File: config.mk
export PLATFORM = sky130hd
export DESIGN_NAME = ifid_hazard_response_component
export DESIGN_NICKNAME = d
export VERILOG_FILES = /design/src/rtl/pipeline_ctrl_pkg.sv /design/src/rtl/sat_counter_component.sv /design/src/rtl/ifid_hazard_response_component.sv
export SDC_FILE = /design/constraint.sdc
export NUM_CORES = 1
export LEC_CHECK = 0
export ABC_AREA = 1
export CAP_MARGIN = 20
export CELL_PAD_IN_SITES_DETAIL_PLACEMENT = 0
export CELL_PAD_IN_SITES_GLOBAL_PLACEMENT = 1
export CORE_ASPECT_RATIO = 1.75
export CORE_MARGIN = 1
export CORE_UTILIZATION = 29
export DETAILED_ROUTE_END_ITERATION = 8
export GPL_TIMING_DRIVEN = 0
export PLACE_DENSITY_LB_ADDON = 0.1
export SLEW_MARGIN = 20
export SYNTH_ARGS = -nofsm -noshare
export SYNTH_HDL_FRONTEND = slang
export SYNTH_SLANG_ARGS = --single-unit
File: constraint.sdc
create_clock -name clock -period 2.1 [get_ports clock]
set_input_delay 0.42 -clock clock [delete_from_list [all_inputs] [get_ports clock]]
set_output_delay 0.42 -clock clock [all_outputs]
set_load 0.005 [all_outputs]
File: src/rtl/pipeline_ctrl_pkg.sv
// rtl/pipeline_ctrl_pkg.sv - shared pipeline control types and constants
package pipeline_ctrl_pkg;

    typedef enum logic [1:0] {
        RUN   = 2'd0,
        STALL = 2'd1,
        FLUSH = 2'd2
    } state_t;

    localparam logic [15:0] NOP_INST_DEFAULT = 16'h0000;

    // Opcode field values shared with the hazard detection unit
    localparam logic [3:0] ALU_OP    = 4'b0000;
    localparam logic [3:0] LOAD_OP   = 4'b0100;
    localparam logic [3:0] STORE_OP  = 4'b0101;
    localparam logic [3:0] BRANCH_OP = 4'b1011;

    localparam logic STALL_ACTIVE = 1'b0;

endpackage

File: src/rtl/sat_counter_component.sv
// rtl/sat_counter_component.sv - 8-bit saturating counter with enable and synchronous clear
module sat_counter_component (
    input  logic       i_clk,
    input  logic       i_clr,
    input  logic       i_en,
    output logic [7:0] o_count
);

    logic [7:0] r_count;

    always_ff @(posedge i_clk) begin
        if (i_clr) begin
            r_count <= 8'd0;
        end else if (i_en && (r_count != 8'hFF)) begin
            r_count <= r_count + 8'd1;
        end
    end

    assign o_count = r_count;

endmodule

File: src/rtl/ifid_hazard_response_component.sv
// rtl/ifid_hazard_response_component.sv - IF/ID register with stall/flush response
// Optional perf counters: HAZARD_PERF_COUNTERS_EN
module ifid_hazard_response_component
    import pipeline_ctrl_pkg::*;
#(
    parameter int                    DATA_WIDTH   = 16,
    parameter logic [DATA_WIDTH-1:0] NOP_INST     = DATA_WIDTH'(NOP_INST_DEFAULT),
    parameter int                    FLUSH_CYCLES = 1
) (
    input  logic                  clock,
    input  logic                  reset,
    input  logic                  stall,
    input  logic                  flush,
    input  logic [DATA_WIDTH-1:0] pc_in,
    input  logic [DATA_WIDTH-1:0] inst_in,
    output logic [DATA_WIDTH-1:0] pc_out,
    output logic [DATA_WIDTH-1:0] inst_out,
    output logic                  valid_out,
    output logic                  pc_write,
    output logic                  ifid_write,
    output logic                  bubble,
    output logic [7:0]            stall_count,
    output logic [7:0]            flush_count
);

    generate
        if (FLUSH_CYCLES < 1 || FLUSH_CYCLES > 7) begin : g_bad_flush_cycles
            $error("FLUSH_CYCLES must be in 1..7");
        end
    endgenerate

    localparam logic [2:0] FLUSH_RELOAD = 3'(FLUSH_CYCLES - 1);

    state_t                r_state;
    state_t                w_next_state;
    logic [2:0]            r_flush_cnt;
    logic [2:0]            w_next_cnt;
    logic                  w_stall_req;
    logic                  w_squash_tail;
    logic                  w_squash;
    logic                  w_stall_hold;
    logic [DATA_WIDTH-1:0] r_pc;
    logic [DATA_WIDTH-1:0] r_inst;
    logic                  r_valid;

    assign w_stall_req   = (stall == STALL_ACTIVE);
    // Remaining squash cycles after the initial flush cycle; stall is ignored here
    assign w_squash_tail = (r_state == FLUSH) && (r_flush_cnt != 3'd0);

    always_ff @(posedge clock) begin
        if (reset) begin
            r_state     <= RUN;
            r_flush_cnt <= 3'd0;
        end else begin
            r_state     <= w_next_state;
            r_flush_cnt <= w_next_cnt;
        end
    end

    always_comb begin
        w_next_state = RUN;
        w_next_cnt   = 3'd0;
        if (flush) begin
            w_next_state = FLUSH;
            w_next_cnt   = FLUSH_RELOAD;
        end else if (w_squash_tail) begin
            w_next_state = FLUSH;
            w_next_cnt   = r_flush_cnt - 3'd1;
        end else if (w_stall_req) begin
            w_next_state = STALL;
        end
    end

    always_comb begin
        pc_write     = 1'b1;
        ifid_write   = 1'b1;
        bubble       = 1'b0;
        w_squash     = 1'b0;
        w_stall_hold = 1'b0;
        if (flush || w_squash_tail) begin
            bubble   = 1'b1;
            w_squash = 1'b1;
        end else if (w_stall_req) begin
            pc_write     = 1'b0;
            ifid_write   = 1'b0;
            bubble       = 1'b1;
            w_stall_hold = 1'b1;
        end
    end

    always_ff @(posedge clock) begin
        if (reset) begin
            r_pc    <= '0;
            r_inst  <= NOP_INST;
            r_valid <= 1'b0;
        end else if (ifid_write) begin
            r_pc    <= pc_in;
            r_inst  <= w_squash ? NOP_INST : inst_in;
            r_valid <= ~w_squash;
        end
    end

    assign pc_out    = r_pc;
    assign inst_out  = r_inst;
    assign valid_out = r_valid;

`ifdef HAZARD_PERF_COUNTERS_EN
    sat_counter_component u_stall_counter (
        .i_clk   (clock),
        .i_clr   (reset),
        .i_en    (w_stall_hold),
        .o_count (stall_count)
    );

    sat_counter_component u_flush_counter (
        .i_clk   (clock),
        .i_clr   (reset),
        .i_en    (flush),
        .o_count (flush_count)
    );
`else
    logic w_unused_stall_hold;
    assign w_unused_stall_hold = w_stall_hold;
    assign stall_count = 8'd0;
    assign flush_count = 8'd0;
`endif

endmodule

Yosys cells after proc, flatten, opt, wreduce, memory -nomap -nowiden. Index checks and enable logic that the tools add are counted.

Add/subtract/negate cells: 1. Eq/ne operators: 1. Mux-type cells: 9. Bitwise operators: 2. Reduce and logical (&&, ||, !) cells: 5.

Operators by type and width (number): $mux W16 (1); $mux W1 (6); $reduce_or A3 Y1 (2); $mux W2 (2); $reduce_bool A3 Y1 (1); $sub A3 B1 Y3 const B (1); $eq A2 B2 Y1 const B (1); $not A1 Y1 (2); $logic_and A1 B1 Y1 (1); $logic_or A1 B1 Y1 (1).

Register bits: 38. Input port bits: 36. Output and inout port bits: 52. Word-level logic and storage cells: 24.

Depth between registers and ports, before layout. Gate-level depths: netlist of run 1.

Depth in word-level cells: 5. Gate-level depth with buffers: 11.

Worst setup path before layout of run 1. No wires, ideal clock.

Kind: reg-to-output. Start point: register r_flush_cnt[0]. End point: output port bubble. Arrival time: 1.293 ns. Data required time: 1.680 ns. Path slack: 0.387 ns. Stages on the path, launching flop included: 11. Buffers on the path: 2. Path through: dfxtp_1 -> inv_1 -> ha_1 -> ha_1 -> inv_2 -> nand3_4 -> buf_8 -> nand2_4 -> nor2_4 -> buf_8 -> inv_2.

Longest elaborated chain between the ends: 4.

RTL lines: start: declaration (RTL line ifid_hazard_response_component.sv:36) `logic [2:0] r_flush_cnt;`; start signal: assignment (RTL line ifid_hazard_response_component.sv:56) `r_flush_cnt <= w_next_cnt;`; $reduce_bool A3 Y1 (RTL line ifid_hazard_response_component.sv:48) `assign w_squash_tail = (r_state == FLUSH) && (r_flush_cnt != 3'd0);`; $logic_and A1 B1 Y1 (RTL line ifid_hazard_response_component.sv:48); $logic_or A1 B1 Y1 (RTL line ifid_hazard_response_component.sv:80) `if (flush || w_squash_tail) begin`; $mux W1 (RTL line ifid_hazard_response_component.sv:80); end: declaration (RTL line ifid_hazard_response_component.sv:21) `output logic bubble,`.

Every way passes these cells.

Worst setup path after layout of run 1. Same ends and word-level chain as after synthesis.

==> metrics.md, run 1 <==
| Metric | Value |
|---|---|
| Outcome | `completed` |
| Die Height | `113 µm` |
| Initial Util | `29.8%` |
| Top cells by count, synth | `inv_1, nand2_1, dfxtp_1` |
| Count leader, synth | `inv_1` |
| # rows | `40` |
| N_diodes | `0` |
| Final hold vios | `0` |
| Final Util | `44.7%` |
| Highest clock rate | `498 MHz` |
| Worst Setup Start Kind | `register` |
| Crit-path cells | `inv_1 > ha_2 > ha_2 > inv_2 > nand3_4 > buf_6 > buf_8 > nand2_4 > nor2_4 > inv_2 > clkbuf_2` |
| Largest net degree at the start of global routing | `12` |
| Vias in the first global route | `1610` |
| Crit path largest cell delay | `320 ps` |
| Hold_ws | `390 ps` |
| Final Non-Filler Cells | `458` |
| Syn. warnings | `0` |
| CTS Buffer Depth | `2` |
| Total number of vias | `1805` |
| Die area | `0.00741 mm²` |
| Top delay family on crit path | `buffers and inverters` |
| Synth cell types | `23` |
| Final setup violation count | `0` |
| Via-to-Cell Ratio | `3.94` |
| Max-cap violations | `0` |
| Worst-path clk slew | `50 ps` |
| GR Util All Layers | `13.6%` |
| Tightest Hold Check Type | `register to register` |
| Period minus WS final | `2010 ps` |
| Seq cells post-synth | `38` |
| Synth Flop Type | `dfxtp_1` |
| Top Ports | `88` |
| DIE WIDTH | `65.5 µm` |
| CP Class | `register to output port` |
| ANT nets after route | `0` |
| Final period utilization | `95.7%` |
| RSZ-0062 raised after global routing | `false` |
| WP buf/inv | `6` |
| Synthesis-to-layout area growth | `49.9%` |
| CTS tree | `yes` |
| DRC viols | `0` |
| CTS buffer count | `5` |
| Leakage | `1.54 nW` |
| Drt total wl | `4640 µm` |
| Antenna violations before repair | `0` |
| Post-Synthesis Cells | `277` |
| Detailed Place HPWL | `3420 µm` |
| Setup crit end kind | `output port` |
| Pins Over Slew Limit | `0` |
| Clock Skew | `3.82 ps` |
| Post-CTS Hold Buffers | `0` |
| Gpl congestion | `0.678` |
| Req. time, crit path | `1680 ps` |
| Area leader, netlist | `dfxtp_1` |
| First-pass iteration count of the detailed router | `4` |
| Sequential area share after synthesis | `37.2%` |
| Overall power | `1.81 mW` |
| Synth Cell Area | `0.00205 mm²` |
| Root Buffer | `clkbuf_16` |
| DR WL/cell | `10.1 µm` |
| Critical Path Fanout Max | `2` |
| Post-synth top area share | `37.2%` |
| Max VDD drop | `0.000273 V` |
| Core area | `0.00686 mm²` |
| CP max-delay cell | `dfxtp_2` |
| NumNets Final | `412` |
| Worst skew pair latency | `270 ps` |
| Clock H-tree levels | `2` |
| Number of flops mapped to enable cells by yosys | `0` |
| Synthesized area per cell | `7.39 µm²` |
| Sink Count | `38` |
| Inst Count DP | `445` |
| Port-buffer cells | `69` |
| First-pass GRT wire length | `7600 µm` |
| P per Cell Area | `591 mW/mm²` |
| Global route overflow | `0` |
| Arr. time, crit path | `1590 ps` |
| Top cells by area, synth | `dfxtp_1, inv_1, nand2_1, nand4_1, buf_4` |
| Share of cells above drive strength 1 | `27.0%` |
| Initial DRC Count | `58` |
| FFs w/ async S/R, synth | `0%` |
## layer usage
layer | up-vias | part of all wire (%) | track usage (%)
met5 | - | 0 | 0
met4 | 0 | 2.2 | 6.67
met3 | 8 | 6.0 | 3.02
met2 | 64 | 52 | 24.1
met1 | 754 | 40 | 14.7
li1 | 979 | - | -
## final cells by class
type / count / area [µm²]
inverters: 68 / 258
plain buffers: 29 / 225
clock buffers: 7 / 133
fillers: 713 / 3790
multi-input cells: 155 / 828
flip-flops and latches: 38 / 763
well taps: 84 / 105
repair buffers: 77 / 754
## worst register-to-register path, stage by stage, from the launching register on
cell and delay (ps):
dfxtp_2 320, inv_1 40, ha_2 170, ha_2 180
inv_2 70, nand3_4 80, buf_6 130, buf_8 110
buf_4 160, buf_6 150, nand4_1 70, nand2_1 60
nor2_2 80
## where the power goes
group / switching (mW) / internal (mW)
logic: 0.144 / 0.193
clock network: 0.263 / 0.434
registers: 0.0197 / 0.757
total: 0.427 / 1.38
## flip-flops by register name, summed over array words and instances, names as in the netlist
name	count
inst_out	16
pc_out	16
r_flush_cnt	3
r_state	2
valid_out	1
## repair_timing
item | in CTS | in global routing
buffers inserted | 7 | 1
endpoints found under the setup margin | 3 | 2
gates resized for setup | 12 | 2
pin swaps | 4 | 2
## per-stage QoR
step	TNS [ps]	area (µm²)	setup WS, ps
floorplan	0	2100	387
global placement	-1020	2900	-409
detailed placement	-1050	2900	-423
CTS	-10.7	3080	-10.7
global route	0	3070	16.5
finish	0	3070	90.2
## layout by cell type (no fill, tap or decap)
cell and n:
inv_1 53, nand4_1 27, nor2_4 2, ha_2 2, clkbuf_1 3, conb_1 16
nand3_4 2, dlygate4sd2_1 2, nor2_2 14, clkbuf_2 1, clkbuf_16 5, inv_4 1
buf_8 1, nor2_8 1, nand2_2 19, dfxtp_1 36, nand2_1 47, o21ai_1 5
nand2_4 1, clkdlybuf4s50_1 65, buf_12 1, inv_2 14, nor2_1 18, buf_6 4
dfxtp_2 2, buf_4 27, a21oi_1 1, buf_2 4
## final timing paths
| path | from | end | slack [ps] | depth (start not counted) |
|---|---|---|---|---|
| worst max-delay path | r_flush_cnt[0] | bubble | 90 | 11 |
| worst min register to register | r_flush_cnt[0] | r_flush_cnt[0] | 390 | 1 |
| worst min-delay path | r_flush_cnt[0] | r_flush_cnt[0] | 390 | 1 |
| worst max register to register | r_flush_cnt[0] | pc_out[7] | 430 | 12 |
## cell families (layout without fill, tap and decap cells)
kind of cell	after synthesis	count (layout)	synth area share, %
adder cells (fa/ha/maj)	2	2	1.22
AO/OA/AOI/OAI	6	6	1.47
AND/OR/NAND/NOR	131	131	34.6
buffers and inverters	99	181	25.3
flip-flops	38	38	37.2
other	1	16	0.183
Note: power is estimated with default switching activity, not from simulation.
==> inputs of run 2 (changes only) <==
ABC_AREA = 0   (was 1)
CORE_UTILIZATION = 28   (was 29)
RECOVER_POWER = 100   (was unset)
==> metrics.md, run 2 <==
| Metric | Value |
|---|---|
| Post-synth top area share | `45.9%` |
| Arr. time, crit path | `1570 ps` |
| Total number of vias | `1308` |
| Seq cells post-synth | `38` |
| Max VDD drop | `0.000379 V` |
| CP max-delay cell | `dfxtp_1` |
| CTS tree | `yes` |
| Req. time, crit path | `1680 ps` |
| Synth Flop Type | `dfxtp_1` |
| Clock H-tree levels | `2` |
| Overall power | `1.55 mW` |
| Post-Synth Simple-Gate Area | `20.0%` |
| Largest net degree at the start of global routing | `20` |
| Crit path largest cell delay | `310 ps` |
| Switching Share | `23.4%` |
| Leakage | `1.19 nW` |
| Final setup margin | `108 ps` |
| Measured slew at the worst slew-check pin | `526 ps` |
| First-pass GRT wire length | `6100 µm` |
| Setup crit end kind | `output port` |
| Global route overflow | `0` |
| FFs w/ async S/R, synth | `0%` |
| Post-CTS Hold Buffers | `0` |
| CTS Buffer Depth | `2` |
| Worst-path clk slew | `80 ps` |
| Final setup violation count | `0` |
| Area leader, netlist | `dfxtp_1` |
| Adder-Cell Fraction of Synth Area | `1.51%` |
| WP buf/inv | `5` |
| Comb power frac | `16.8%` |
| Compound-cell area share of the yosys netlist | `0%` |
| Initial Util | `29.4%` |
| N_diodes | `0` |
| Syn. warnings | `0` |
| Outcome | `completed` |
| RSZ-0062 raised after global routing | `false` |
| Top cells by count, synth | `dfxtp_1, mux2i_1, nand2b_1` |
| Number of flops mapped to enable cells by yosys | `0` |
| Synthesis-to-layout area growth | `58.3%` |
| Top delay family on crit path | `buffers and inverters` |
| Clk pwr share | `33.7%` |
| Pins Over Slew Limit | `0` |
| Top cells by area, synth | `dfxtp_1, mux2i_1, nand2b_1, buf_4, nor2_1` |
| Worst skew pair latency | `290 ps` |
| Crit-path cells | `inv_1 > ha_4 > ha_4 > nor3b_4 > nor3_2 > buf_6 > inv_2 > buf_4 > buf_2` |
| Most common cell after layout, fill and taps aside | `dfxtp_1` |
| Share of cells above drive strength 1 | `15.4%` |
| Count leader, synth | `dfxtp_1` |
| Int Pwr | `1.19 mW` |
| DR WL/cell | `11.2 µm` |
| Clock Skew | `6.47 ps` |
| Port-buffer cells | `71` |
| DIE WIDTH | `60.1 µm` |
| Final Util | `46.6%` |
| Period minus WS final | `1990 ps` |
| Synthesized area per cell | `10.0 µm²` |
| Drt total wl | `3770 µm` |
| Worst Setup Start Kind | `register` |
| Synth Cell Area | `0.00166 mm²` |
| Core area | `0.00563 mm²` |
| Inst Count DP | `327` |
| GR Util All Layers | `13.0%` |
| Via-to-Cell Ratio | `3.89` |
| Post-synthesis xor/xnor area fraction | `0%` |
| Tightest Hold Check Type | `register to register` |
| Final Non-Filler Cells | `336` |
| Root Buffer | `clkbuf_8` |
| Vias in the first global route | `1333` |
| Synth cell types | `16` |
| Hold_ws | `409 ps` |
| # rows | `36` |
| Sequential area share after synthesis | `45.9%` |
| Highest clock rate | `502 MHz` |
| Main combinational cell family by area after synthesis | `simple AND/OR/NAND/NOR gates` |
| Gpl congestion | `0.648` |
| NumNets Final | `297` |
| Sink Count | `38` |
| Die Height | `104 µm` |
| DP Worst Slack | `-457 ps` |
| Mux cell area share after synthesis | `19.3%` |
| Share of power burned in registers | `49.5%` |
| First-pass iteration count of the detailed router | `4` |
| Worst slew margin | `64.9%` |
| CTS buffer count | `5` |
| Final period utilization | `94.8%` |
| Max-cap violations | `0` |
| Number of fill cells | `569` |
| Net Switching | `0.363 mW` |
| P per Cell Area | `591 mW/mm²` |
| Antenna violations before repair | `0` |
| Die area | `0.00624 mm²` |
| Detailed Place HPWL | `2780 µm` |
| Initial DRC Count | `21` |
| ANT nets after route | `0` |
| CP Class | `register to output port` |
| Critical Path Fanout Max | `2` |
| Cell mode on critical path | `ha_4` |
| Leading cell types in the layout, fill and taps excluded | `dfxtp_1, clkdlybuf4s50_1, dlygate4sd3_1` |
| Top Ports | `88` |
| Post-Synthesis Cells | `165` |
| DRC viols | `0` |
| Final hold vios | `0` |
run 2: cell types whose count changed in the layout (fill, tap and decap cells not counted), moves of 19 or more:
cell             delta
mux2i_1            +32
clkdlybuf4s50_1    -31
nand2_1            -45
dlygate4sd3_1      +34
nand2_2            -19
nand2b_1           +32
inv_1              -51
nand4_1            -27
run 2: logic make-up (layout without fill, tap and decap cells):
group | Yosys count | in the layout
AND/OR/NAND/NOR | 62 | 62
flip-flops | 38 | 38
multiplexers | 32 | 32
buffers and inverters | 30 | 110
adder cells (fa/ha/maj) | 2 | 2
other | 1 | 16
run 2: timing repair:
item                                    CTS  global route
pin swaps                                 4             2
resized for setup                        15             4
buffers inserted                          3             0
endpoints found under the setup margin    3             2
run 2: through the flow:
step	setup TNS, ps	area [µm²]
after floorplan	0	1710
after global placement	-1080	2520
after CTS	0	2630
final	0	2620
after global routing	0	2620
after detailed placement	-1100	2520
run 2: power by group through the flow:
stage               Combinational [mW]  Clock (mW)  Sequential [mW]
CTS                              0.278       0.551            0.770
floorplan                        0.123           0            0.789
global placement                 0.279           0            0.787
finish                           0.260       0.523            0.769
detailed placement               0.280           0            0.787
global route                     0.287       0.572            0.773
run 2: metal layers:
| metal | global-route usage, % | vias to the layer above | share of wire, % |
|---|---|---|---|
| met5 | 0 | - | 0 |
| met4 | 5.98 | 0 | 1.8 |
| met1 | 13.3 | 571 | 38 |
| li1 | - | 676 | - |
| met2 | 22.8 | 55 | 53 |
| met3 | 3.87 | 6 | 7.0 |
run 2: layout make-up:
type                            count  area, µm²  area share [%]
Timing Repair Buffer               74        716            27.3
Clock buffer                        7       86.3            3.29
Buffer                             24        176            6.73
Tap cell                           76       95.1            3.63
Inverter                            4       15.0           0.573
Sequential cell                    38        762            29.1
Multi-Input combinational cell    112        767            29.2
Clock inverter                      1       5.00           0.191
run 2: worst register-to-register path, delay by kind of cell (launching register included):
family                   cells  cell delay [ps]
adder cells (fa/ha/maj)      2              320
buffers and inverters        5              880
flip-flops                   1              310
AND/OR/NAND/NOR              3              320
run 2: worst paths after layout:
check / startpoint / end / slack [ps] / cells past startpoint
worst min register to register: r_flush_cnt[0] / r_flush_cnt[0] / 410 / 1
worst min-delay path: r_flush_cnt[0] / r_flush_cnt[0] / 410 / 1
worst max register to register: r_flush_cnt[1] / r_state[0] / 160 / 10
worst max-delay path: r_flush_cnt[1] / pc_write / 110 / 9
